`config.mk`:
```
export PLATFORM = sky130hd
export DESIGN_NAME = vga_pattern_gen_flat
export DESIGN_NICKNAME = d
export VERILOG_FILES = /design/src/rtl/vga_pattern_gen_if.sv /design/src/rtl/vga_pattern_gen.sv /design/src/flat_wrapper.sv
export SDC_FILE = /design/constraint.sdc
export NUM_CORES = 1
export LEC_CHECK = 0
export CAP_MARGIN = 20
export CELL_PAD_IN_SITES_DETAIL_PLACEMENT = 2
export CELL_PAD_IN_SITES_GLOBAL_PLACEMENT = 2
export CORE_AREA = 3 3 111 113
export DETAILED_ROUTE_END_ITERATION = 8
export DIE_AREA = 0 0 114 116
export PLACE_DENSITY = 0.8
export SETUP_SLACK_MARGIN = 0.2
export SYNTH_ARGS = -nofsm -noshare
export SYNTH_HDL_FRONTEND = slang
export SYNTH_SLANG_ARGS = --single-unit
```
`constraint.sdc`:
```
create_clock -name clk -period 3.8 [get_ports clk]
set_clock_uncertainty 0.1 [all_clocks]
set_input_delay 0.76 -clock clk [delete_from_list [all_inputs] [get_ports clk]]
set_output_delay 0.76 -clock clk [all_outputs]
set_load 0.01 [all_outputs]
```
`src/rtl/vga_pattern_gen_if.sv`:
```
// Control and video bundle of the VGA test-pattern source.
// The generator is master (drives video); the controller/sink is slave.
interface vga_pattern_gen_if #(
   parameter int COLOR_W = 4
);
   logic               pix_ce;
   logic [2:0]         mode;
   logic               freeze;
   logic               VGA_HS;
   logic               VGA_VS;
   logic [COLOR_W-1:0] VGA_R;
   logic [COLOR_W-1:0] VGA_G;
   logic [COLOR_W-1:0] VGA_B;
   logic               data_en;
   logic               frame_start;

   modport master (
      input  pix_ce, mode, freeze,
      output VGA_HS, VGA_VS, VGA_R, VGA_G, VGA_B,
      output data_en, frame_start
   );

   modport slave (
      output pix_ce, mode, freeze,
      input  VGA_HS, VGA_VS, VGA_R, VGA_G, VGA_B,
      input  data_en, frame_start
   );
endinterface

```
`src/rtl/vga_pattern_gen.sv`:
```
// VGA test-pattern source: timing counters, sync, colour
// sequencer and six patterns, all outputs registered.
module vga_pattern_gen #(
   parameter int COLOR_W     = 4,
   parameter int H_ACTIVE    = 640,
   parameter int H_FP        = 16,
   parameter int H_SYNC      = 96,
   parameter int H_BP        = 48,
   parameter int V_ACTIVE    = 480,
   parameter int V_FP        = 10,
   parameter int V_SYNC      = 2,
   parameter int V_BP        = 33,
   parameter bit HS_POL      = 1'b0,
   parameter bit VS_POL      = 1'b0,
   parameter int HOLD_FRAMES = 60,
   parameter int SCROLL_STEP = 1,
   parameter int CHECK_LOG2  = 5,
   parameter int GRAD_SHIFT  = 5
) (
   input  logic              clk,
   input  logic              rst,
   vga_pattern_gen_if.master vga
);
   localparam int H_TOTAL = H_ACTIVE + H_FP + H_SYNC + H_BP;
   localparam int V_TOTAL = V_ACTIVE + V_FP + V_SYNC + V_BP;
   localparam int HW      = $clog2(H_TOTAL);
   localparam int VW      = $clog2(V_TOTAL);
   localparam int BAR_W   = H_ACTIVE / 8;
   localparam int BW      = (BAR_W > 1) ? $clog2(BAR_W) : 1;
   localparam int FW      = (HOLD_FRAMES > 1) ? $clog2(HOLD_FRAMES) : 1;

   localparam logic [COLOR_W-1:0] FS       = '1;
   localparam logic [HW-1:0]      H_LAST   = HW'(H_TOTAL - 1);
   localparam logic [VW-1:0]      V_LAST   = VW'(V_TOTAL - 1);
   localparam logic [BW-1:0]      BAR_LAST = BW'(BAR_W - 1);
   localparam logic [FW-1:0]      F_LAST   = FW'(HOLD_FRAMES - 1);

   logic [HW-1:0]      h_cnt;
   logic [VW-1:0]      v_cnt;
   logic [BW-1:0]      bar_px;
   logic [2:0]         bar_k;
   logic [FW-1:0]      frame_cnt;
   logic [1:0]         color_idx;
   logic [VW-1:0]      scroll;
   logic [2:0]         mode_q;
   logic [31:0]        hx;
   logic [31:0]        vy;
   logic [31:0]        band_y;
   logic [31:0]        scroll_nxt;
   logic               h_wrap;
   logic               f_wrap;
   logic               active;
   logic               hs_on;
   logic               vs_on;
   logic [COLOR_W-1:0] grad;
   logic [COLOR_W-1:0] pr;
   logic [COLOR_W-1:0] pg;
   logic [COLOR_W-1:0] pb;

   assign hx     = 32'(h_cnt);
   assign vy     = 32'(v_cnt);
   assign h_wrap = (h_cnt == H_LAST);
   assign f_wrap = h_wrap && (v_cnt == V_LAST);
   assign active = (hx < 32'(H_ACTIVE)) && (vy < 32'(V_ACTIVE));
   assign hs_on  = (hx >= 32'(H_ACTIVE + H_FP)) &&
                   (hx <  32'(H_ACTIVE + H_FP + H_SYNC));
   assign vs_on  = (vy >= 32'(V_ACTIVE + V_FP)) &&
                   (vy <  32'(V_ACTIVE + V_FP + V_SYNC));
   assign grad   = COLOR_W'(h_cnt >> GRAD_SHIFT);

   // Scrolled line index and next scroll offset, both folded into V_ACTIVE
   always_comb begin
      band_y = vy + 32'(scroll);
      if (band_y >= 32'(V_ACTIVE))
         band_y = band_y - 32'(V_ACTIVE);
      scroll_nxt = 32'(scroll) + 32'(SCROLL_STEP);
      if (scroll_nxt >= 32'(V_ACTIVE))
         scroll_nxt = scroll_nxt - 32'(V_ACTIVE);
   end

   // Pixel/line counters plus bar-width counter (bar index without a divider)
   always_ff @(posedge clk) begin
      if (!rst) begin
         h_cnt  <= '0;
         v_cnt  <= '0;
         bar_px <= '0;
         bar_k  <= '0;
      end else if (vga.pix_ce) begin
         h_cnt <= h_wrap ? '0 : h_cnt + HW'(1);
         if (h_wrap)
            v_cnt <= (v_cnt == V_LAST) ? '0 : v_cnt + VW'(1);
         if (h_wrap) begin
            bar_px <= '0;
            bar_k  <= '0;
         end else if (bar_px == BAR_LAST) begin
            bar_px <= '0;
            bar_k  <= bar_k + 3'd1;
         end else begin
            bar_px <= bar_px + BW'(1);
         end
      end
   end

   // Frame-boundary sequencer: latch mode, hold/advance colour, scroll bands
   always_ff @(posedge clk) begin
      if (!rst) begin
         mode_q    <= '0;
         frame_cnt <= '0;
         color_idx <= '0;
         scroll    <= '0;
      end else if (vga.pix_ce && f_wrap) begin
         mode_q <= vga.mode;
         if (vga.mode != mode_q) begin
            frame_cnt <= '0;
            color_idx <= '0;
            scroll    <= '0;
         end else if (!vga.freeze) begin
            if (frame_cnt == F_LAST) begin
               frame_cnt <= '0;
               color_idx <= (color_idx == 2'd2) ? 2'd0 : color_idx + 2'd1;
            end else begin
               frame_cnt <= frame_cnt + FW'(1);
            end
            scroll <= VW'(scroll_nxt);
         end
      end
   end

   // Pattern colour for the current counter position
   always_comb begin
      pr = '0;
      pg = '0;
      pb = '0;
      case (mode_q)
         3'd0: begin
            pr = (color_idx == 2'd0) ? FS : '0;
            pg = (color_idx == 2'd1) ? FS : '0;
            pb = (color_idx == 2'd2) ? FS : '0;
         end
         3'd1: begin
            pr = {COLOR_W{~bar_k[1]}};
            pg = {COLOR_W{~bar_k[2]}};
            pb = {COLOR_W{~bar_k[0]}};
         end
         3'd2: begin
            if (band_y < 32'(V_ACTIVE / 3))
               pr = FS;
            else if (band_y < 32'(2 * V_ACTIVE / 3))
               pg = FS;
            else
               pb = FS;
         end
         3'd3: begin
            if (h_cnt[CHECK_LOG2] == v_cnt[CHECK_LOG2]) begin
               pr = FS;
               pg = FS;
               pb = FS;
            end
         end
         3'd4: begin
            pr = grad;
            pg = grad;
            pb = grad;
         end
         3'd5: begin
            pr = (color_idx == 2'd0) ? FS :
                 (color_idx == 2'd1) ? (FS >> 1) : '0;
            pg = pr;
            pb = pr;
         end
         default: ;
      endcase
   end

   // Registered video outputs; frame_start never outlives one clk
   always_ff @(posedge clk) begin
      if (!rst) begin
         vga.VGA_HS      <= ~HS_POL;
         vga.VGA_VS      <= ~VS_POL;
         vga.VGA_R       <= '0;
         vga.VGA_G       <= '0;
         vga.VGA_B       <= '0;
         vga.data_en     <= 1'b0;
         vga.frame_start <= 1'b0;
      end else begin
         vga.frame_start <= vga.pix_ce && f_wrap;
         if (vga.pix_ce) begin
            vga.VGA_HS  <= hs_on ? HS_POL : ~HS_POL;
            vga.VGA_VS  <= vs_on ? VS_POL : ~VS_POL;
            vga.data_en <= active;
            vga.VGA_R   <= active ? pr : '0;
            vga.VGA_G   <= active ? pg : '0;
            vga.VGA_B   <= active ? pb : '0;
         end
      end
   end
endmodule

```
`src/flat_wrapper.sv`:
```
// flat-port wrapper written by rule: the top's interface ports become plain ports
module vga_pattern_gen_flat 
#(
   parameter int COLOR_W     = 4,
   parameter int H_ACTIVE    = 640,
   parameter int H_FP        = 16,
   parameter int H_SYNC      = 96,
   parameter int H_BP        = 48,
   parameter int V_ACTIVE    = 480,
   parameter int V_FP        = 10,
   parameter int V_SYNC      = 2,
   parameter int V_BP        = 33,
   parameter bit HS_POL      = 1'b0,
   parameter bit VS_POL      = 1'b0,
   parameter int HOLD_FRAMES = 60,
   parameter int SCROLL_STEP = 1,
   parameter int CHECK_LOG2  = 5,
   parameter int GRAD_SHIFT  = 5
)
  (clk, rst, vga_pix_ce, vga_mode, vga_freeze, vga_VGA_HS, vga_VGA_VS, vga_VGA_R, vga_VGA_G, vga_VGA_B, vga_data_en, vga_frame_start);
  vga_pattern_gen_if #(.COLOR_W(COLOR_W)) vga_i ();
  input  logic clk;
  input  logic rst;
  input wire logic [$bits(vga_i.pix_ce)-1:0] vga_pix_ce;
  input wire logic [$bits(vga_i.mode)-1:0] vga_mode;
  input wire logic [$bits(vga_i.freeze)-1:0] vga_freeze;
  output wire logic [$bits(vga_i.VGA_HS)-1:0] vga_VGA_HS;
  output wire logic [$bits(vga_i.VGA_VS)-1:0] vga_VGA_VS;
  output wire logic [$bits(vga_i.VGA_R)-1:0] vga_VGA_R;
  output wire logic [$bits(vga_i.VGA_G)-1:0] vga_VGA_G;
  output wire logic [$bits(vga_i.VGA_B)-1:0] vga_VGA_B;
  output wire logic [$bits(vga_i.data_en)-1:0] vga_data_en;
  output wire logic [$bits(vga_i.frame_start)-1:0] vga_frame_start;
  assign vga_i.pix_ce = vga_pix_ce;
  assign vga_i.mode = vga_mode;
  assign vga_i.freeze = vga_freeze;
  assign vga_VGA_HS = vga_i.VGA_HS;
  assign vga_VGA_VS = vga_i.VGA_VS;
  assign vga_VGA_R = vga_i.VGA_R;
  assign vga_VGA_G = vga_i.VGA_G;
  assign vga_VGA_B = vga_i.VGA_B;
  assign vga_data_en = vga_i.data_en;
  assign vga_frame_start = vga_i.frame_start;
  vga_pattern_gen #(.COLOR_W(COLOR_W), .H_ACTIVE(H_ACTIVE), .H_FP(H_FP), .H_SYNC(H_SYNC), .H_BP(H_BP), .V_ACTIVE(V_ACTIVE), .V_FP(V_FP), .V_SYNC(V_SYNC), .V_BP(V_BP), .HS_POL(HS_POL), .VS_POL(VS_POL), .HOLD_FRAMES(HOLD_FRAMES), .SCROLL_STEP(SCROLL_STEP), .CHECK_LOG2(CHECK_LOG2), .GRAD_SHIFT(GRAD_SHIFT)) u_core (.clk(clk), .rst(rst), .vga(vga_i));
endmodule
```
==> flow_summary.json, run 1 <==
{
  "status": "finished, final reports clean",
  "synth_seq_cells": 67,
  "die_w_microns": 114,
  "fin_crit_sh_pct": 96.0,
  "tightestPinTransition_ps": 635,
  "vias_per_cell": 5.78,
  "clock_latency_ps": 350,
  "avgSynthCellArea_sq_um": 8.17,
  "finalHoldViolCount": 0,
  "worstHoldEndpoint": "u_core.frame_cnt[1]$_SDFFE_PN0P_",
  "clk_pin_slew_ps": 60,
  "place_hpwl_microns": 10400,
  "drt_first_pass_iters": 4,
  "vias": 4067,
  "fin_nets": 586,
  "setup_ws_ps": 152,
  "cp_max_fo": 5,
  "ys_warn_count": 0,
  "start_util_pct": 37.0,
  "crit_type": "flop to flop",
  "holdPathStages": 2,
  "cp_data_required_time_ps": 3900,
  "drt.antenna.violating_nets": 0,
  "gp_congestion": 0.823,
  "area_growth_pct": 21.9,
  "r2r_start": "u_core.v_cnt[0]$_SDFFE_PN0P_",
  "grt_max_degree": 25,
  "start_kind": "flop",
  "r2r_setup_slack_ps": 150,
  "fillers": 1261,
  "yosysTopAreaCellShare_pct": 31.7,
  "hp-class": "flop to flop",
  "final_cell_mix": "60 x dfxtp_1, 57 x nor2_1, 53 x nand2_1",
  "maxCapViolCount": 0,
  "synth_ff_type": "dfxtp_1",
  "min_period_ps": 3650,
  "coreArea_sq_um": 11400,
  "port_buffers": 22,
  "grt_pass1_vias": 4323,
  "seq_area_sq_um": 1360,
  "multi_input_comb_area_sq_um": 2880,
  "grt_overflow": 0,
  "die_area_sq_um": 13200,
  "total_power_uw": 1600,
  "clock-root-buffer": "clkbuf_16",
  "p_per_area_nw_per_um2": 310,
  "arrival_ps": 3740,
  "cts.sink_count": 67,
  "synth_nets": 548,
  "ir_drop_uv": 254,
  "timing.rr.end": "u_core.vga.VGA_G[0]$_SDFFE_PN0P_",
  "cts_tree": "yes",
  "p_leak_uw": 0.00196,
  "yosysUniqueCellTypes": 69,
  "ys_async_sr_fraction_pct": 0,
  "min_from": "u_core.frame_cnt[1]$_SDFFE_PN0P_",
  "final_common_cell": "dfxtp_1",
  "core.rowCount": 39,
  "yosys.area.top_type": "dfxtp_1",
  "synth_area_leaders": "dfxtp_1 32%, ha_1 6.5%, nor2_1 5.1%",
  "grtUsageTotal_pct": 22.4,
  "synth-edff-count": 0,
  "drt_wl_total_microns": 15400,
  "h-tree-depth": 3,
  "maxSlewHeadroom_pct": 57.5,
  "fmax_ghz": 0.274,
  "grt_pass1_wl_microns": 23300,
  "end_kind": "flop",
  "cts_buffers": 9,
  "final_util_pct": 45.2,
  "yosysSeqAreaShare_pct": 31.7,
  "drt-initial-drc-count": 173,
  "post-route-drc-count": 0,
  "rsz0062_at_grt": "yes",
  "post_drt_wl_per_cell_microns": 21.9,
  "slew_violations": 0,
  "netlist_instances": 518,
  "dp_slack_ps": 21.0,
  "diodes": 0,
  "antenna_found_initial": 0,
  "io_pins": 23,
  "setup_viol": 0,
  "fp.dieH_microns": 116,
  "reg2reg_depth": 16,
  "synth_area_sq_um": 4230,
  "cts_max_path_buffers": 2,
  "drive_gt1_share_pct": 15.2
}
==> cell usage after synthesis, drive strengths merged (4+ instances only) <==
master / n
or3: 6
nor2: 58
nand3: 14
o21ai: 36
o211ai: 5
nor3b: 8
a21boi: 10
and2: 4
nor4: 4
a211o: 5
nand2b: 9
and3: 10
a211oi: 4
nor2b: 25
nand4: 15
xor2: 25
mux2i: 8
a21oi: 19
a31oi: 8
nand2: 55
nor3: 9
inv: 16
nand4b: 5
clkbuf: 16
dfxtp: 67
xnor2: 14
a21o: 4
ha: 22
==> routing by layer <==
layer / vias to the layer above / global-route usage (%) / wire length (microns)
li1: 1918 / - / -
met1: 2077 / 28.5 / 6700
met2: 46 / 39.7 / 8110
met3: 26 / 2.98 / 288
met4: 0 / 6.81 / 323
met5: - / 0 / 0
==> critical path, cell delays in order, from the launching register on <==
cell,delay [ps]
dfxtp_4,380
ha_4,160
inv_4,40
fa_2,430
nor2b_4,170
o31a_1,190
or3_4,150
nand2_4,70
nor3_4,220
nor2_1,60
ha_1,290
nand2b_1,90
or4_4,450
o22ai_4,230
nor2_2,80
a21oi_4,230
a41oi_2,140
==> worst max-delay path by stage <==
stage                                       end  cells past startpoint  slack (ps)                          start
2_1_floorplan  u_core.vga.VGA_G[0]$_SDFFE_PN0P_                     16         470  u_core.scroll[0]$_SDFFE_PN0P_
3_3_place_gp   u_core.vga.VGA_G[0]$_SDFFE_PN0P_                     16         280   u_core.v_cnt[0]$_SDFFE_PN0P_
3_5_place_dp   u_core.vga.VGA_G[0]$_SDFFE_PN0P_                     16          20   u_core.v_cnt[0]$_SDFFE_PN0P_
4_1_cts        u_core.vga.VGA_G[0]$_SDFFE_PN0P_                     14         220  u_core.scroll[4]$_SDFFE_PN0P_
5_1_grt        u_core.vga.VGA_R[1]$_SDFFE_PN0P_                     16         -20   u_core.v_cnt[0]$_SDFFE_PN0P_
6_report       u_core.vga.VGA_G[0]$_SDFFE_PN0P_                     16         150   u_core.v_cnt[0]$_SDFFE_PN0P_
==> final cells by class <==
cell class	instances	share of cell area, %
repair buffers	46	7.76
clock inverters	4	0.485
well taps	143	3.47
multi-input cells	416	55.8
inverters	16	1.21
clock buffers	12	4.97
flip-flops and latches	67	26.3
==> power breakdown <==
part | leakage [uW] | total, uW | switching [uW] | internal (uW)
Sequential | 0.000546 | 717 | 7.48 | 710
Combinational | 0.00128 | 71.9 | 41.1 | 30.9
Clock | 0.000135 | 810 | 335 | 475
Total | 0.00196 | 1600 | 384 | 1220
==> cell families (layout without fill, tap and decap cells) <==
logic type | count (synthesis) | after routing | share of synthesized area (%)
AO/OA/AOI/OAI | 112 | 112 | 19.0
XOR/XNOR | 39 | 39 | 8.25
adder cells (fa/ha/maj) | 23 | 23 | 6.98
buffers and inverters | 35 | 78 | 3.16
flip-flops | 67 | 67 | 31.7
multiplexers | 8 | 8 | 1.89
AND/OR/NAND/NOR | 234 | 234 | 29.0
==> state kept, by name (all words and copies together), names as in the netlist <==
name	count
u_core.h_cnt	10
u_core.scroll	10
u_core.v_cnt	10
u_core.bar_px	7
u_core.frame_cnt	6
u_core.vga.VGA_B	4
u_core.vga.VGA_G	4
u_core.vga.VGA_R	4
u_core.bar_k	3
u_core.mode_q	3
u_core.color_idx	2
u_core.vga.VGA_HS	1
u_core.vga.VGA_VS	1
u_core.vga.data_en	1
u_core.vga.frame_start	1
==> metrics by stage <==
step           hold WS [ps]  instance area (sq um)  setup TNS [ps]  instances
6_report                384                   5160               0        704
2_1_floorplan           348                   4230               0        518
3_3_place_gp            354                   4690               0        682
5_1_grt                 397                   5160           -46.7        704
4_1_cts                 385                   4990               0        698
3_5_place_dp            363                   4690               0        682
==> timing repair <==
action	4_1_cts	5_1_grt
hold buffers	0	0
pin swaps	3	15
resized for setup	6	29
setup endpoints to repair	12	12
buffers inserted	0	6
Power figures use the tool's default switching activity.
==> run 2, diff against run 1 <==
CORE_AREA = 3 3 109 111   (was 3 3 111 113)
CTS_CLUSTER_SIZE = 24   (was not set)
DIE_AREA = 0 0 112 114   (was 0 0 114 116)
PLACE_DENSITY = 0.83   (was 0.8)
SLEW_MARGIN = 20   (was not set)
clock period = 4.5 ns   (was 3.8 ns; I/O delays follow)
==> flow_summary.json, run 2 (synthesis gave the netlist of run 1 again) <==
{
  "fin_crit_sh_pct": 87.1,
  "cp_max_fo": 9,
  "cts.sink_count": 67,
  "die_w_microns": 112,
  "finalHoldViolCount": 0,
  "reg_top3": "u_core.h_cnt (10), u_core.scroll (10), u_core.v_cnt (10)",
  "drive_gt1_share_pct": 8.12,
  "p_leak_uw": 0.00183,
  "ir_drop_uv": 196,
  "start_util_pct": 38.9,
  "cp_num_buf_inv": 0,
  "io_pins": 23,
  "cts_setup_buffers": 0,
  "place_hpwl_microns": 9470,
  "end_kind": "flop",
  "drt.antenna.violating_nets": 0,
  "final_cell_mix": "67 x dfxtp_1, 58 x nor2_1, 54 x nand2_1",
  "crit_type": "flop to flop",
  "slew_violations": 0,
  "tightestPinTransition_ps": 567,
  "total_power_uw": 1310,
  "vias_per_cell": 5.68,
  "status": "finished, final reports clean",
  "coreArea_sq_um": 10900,
  "arrival_ps": 4050,
  "drt-initial-drc-count": 209,
  "core.rowCount": 38,
  "post_drt_wl_per_cell_microns": 19.3,
  "maxCapViolCount": 0,
  "gp_congestion": 0.833,
  "ctsHoldBuffers": 0,
  "p_per_area_nw_per_um2": 270,
  "grt_max_degree": 32,
  "hp-class": "flop to flop",
  "h-tree-depth": 3,
  "fin_nets": 567,
  "grt_pass1_vias": 4241,
  "fp.dieH_microns": 114,
  "crit_family": "simple AND/OR/NAND/NOR gates",
  "cp_data_required_time_ps": 4630,
  "rsz0062_at_grt": "no",
  "placed_cell_area_sq_um": 4590,
  "port_buffers": 22,
  "cts_max_path_buffers": 2,
  "maxSlewHeadroom_pct": 62.1,
  "diodes": 0,
  "crit_path_cell_trace": "ha_1, nor2b_1, o31a_1, o21ai_0, nand2_1, nor3_1, nor2_1, ha_1, nand2b_1, or4_4, o22ai_4, nor2_1, a21oi_2, a41oi_1",
  "design_area_sq_um": 4840,
  "slowest_stage": "dfxtp_1",
  "drt_first_pass_iters": 4,
  "grt_overflow": 0,
  "tns_ps": 0,
  "drt_wl_total_microns": 13200,
  "clk_pin_slew_ps": 80,
  "fmax_ghz": 0.255,
  "clock_latency_ps": 370,
  "antenna_found_initial": 0,
  "grtUsageTotal_pct": 21.9,
  "cts_tree": "yes",
  "vias": 3875,
  "cpPeakStageDelay_ps": 540,
  "clock-root-buffer": "clkbuf_8",
  "area_growth_pct": 14.4,
  "grt_pass1_wl_microns": 22400,
  "final_common_cell": "dfxtp_1",
  "min_period_ps": 3920,
  "ctsResizeCount": 0,
  "die_area_sq_um": 12800,
  "cts_buffers": 9,
  "setup_viol": 0,
  "post-route-drc-count": 0,
  "start_kind": "flop"
}
## run 2: final timing paths
path | from | to | slack (ps) | cells past startpoint
setup / recovery | u_core.scroll[2]$_SDFFE_PN0P_ | u_core.vga.VGA_G[2]$_SDFFE_PN0P_ | 580 | 14
hold / removal | u_core.vga.VGA_R[1]$_SDFFE_PN0P_ | u_core.vga.VGA_R[1]$_SDFFE_PN0P_ | 370 | 1
setup reg to reg | u_core.scroll[2]$_SDFFE_PN0P_ | u_core.vga.VGA_G[2]$_SDFFE_PN0P_ | 580 | 14
hold reg to reg | u_core.vga.VGA_R[1]$_SDFFE_PN0P_ | u_core.vga.VGA_R[1]$_SDFFE_PN0P_ | 370 | 1
## run 2: report_power, final
part           internal (uW)  switching, uW
sequential               600           5.77
combinational           25.5           33.5
clock                    384            259
total                   1010            299
## run 2: worst reg2reg max path: stages (launching register included)
cell      delay [ps]
dfxtp_1          540
ha_1             330
nor2b_1          170
o31a_1           260
o21ai_0          330
nand2_1          190
nor3_1           330
nor2_1            90
ha_1             300
nand2b_1          90
or4_4            440
o22ai_4          180
nor2_1            90
a21oi_2          210
a41oi_1          140
## run 2: routing by layer
metal | vias to the layer above | share of wire [%] | global-route usage (%)
met5 | - | 0 | 0
met1 | 1923 | 48 | 29.1
met4 | 0 | 2.1 | 8.01
met3 | 23 | 2.6 | 3.13
li1 | 1880 | - | -
met2 | 49 | 47 | 36.3
## run 2: stage by stage
stage / hold slack (ps) / std cells / setup WS (ps) / util, %
after CTS: 379 / 682 / 602 / 44.4
final: 374 / 682 / 581 / 44.4
after floorplan: 348 / 518 / 1170 / -
after global placement: 356 / 666 / 891 / 42.2
after global routing: 410 / 682 / 369 / 44.4
after detailed placement: 365 / 666 / 635 / 42.2
## run 2: cell type report
class | count | area (sq um)
inverters | 16 | 60.1
multi-input cells | 416 | 2760
fillers | 1227 | 6050
repair buffers | 27 | 258
clock inverters | 6 | 113
well taps | 140 | 175
flip-flops and latches | 67 | 1340
clock buffers | 10 | 138
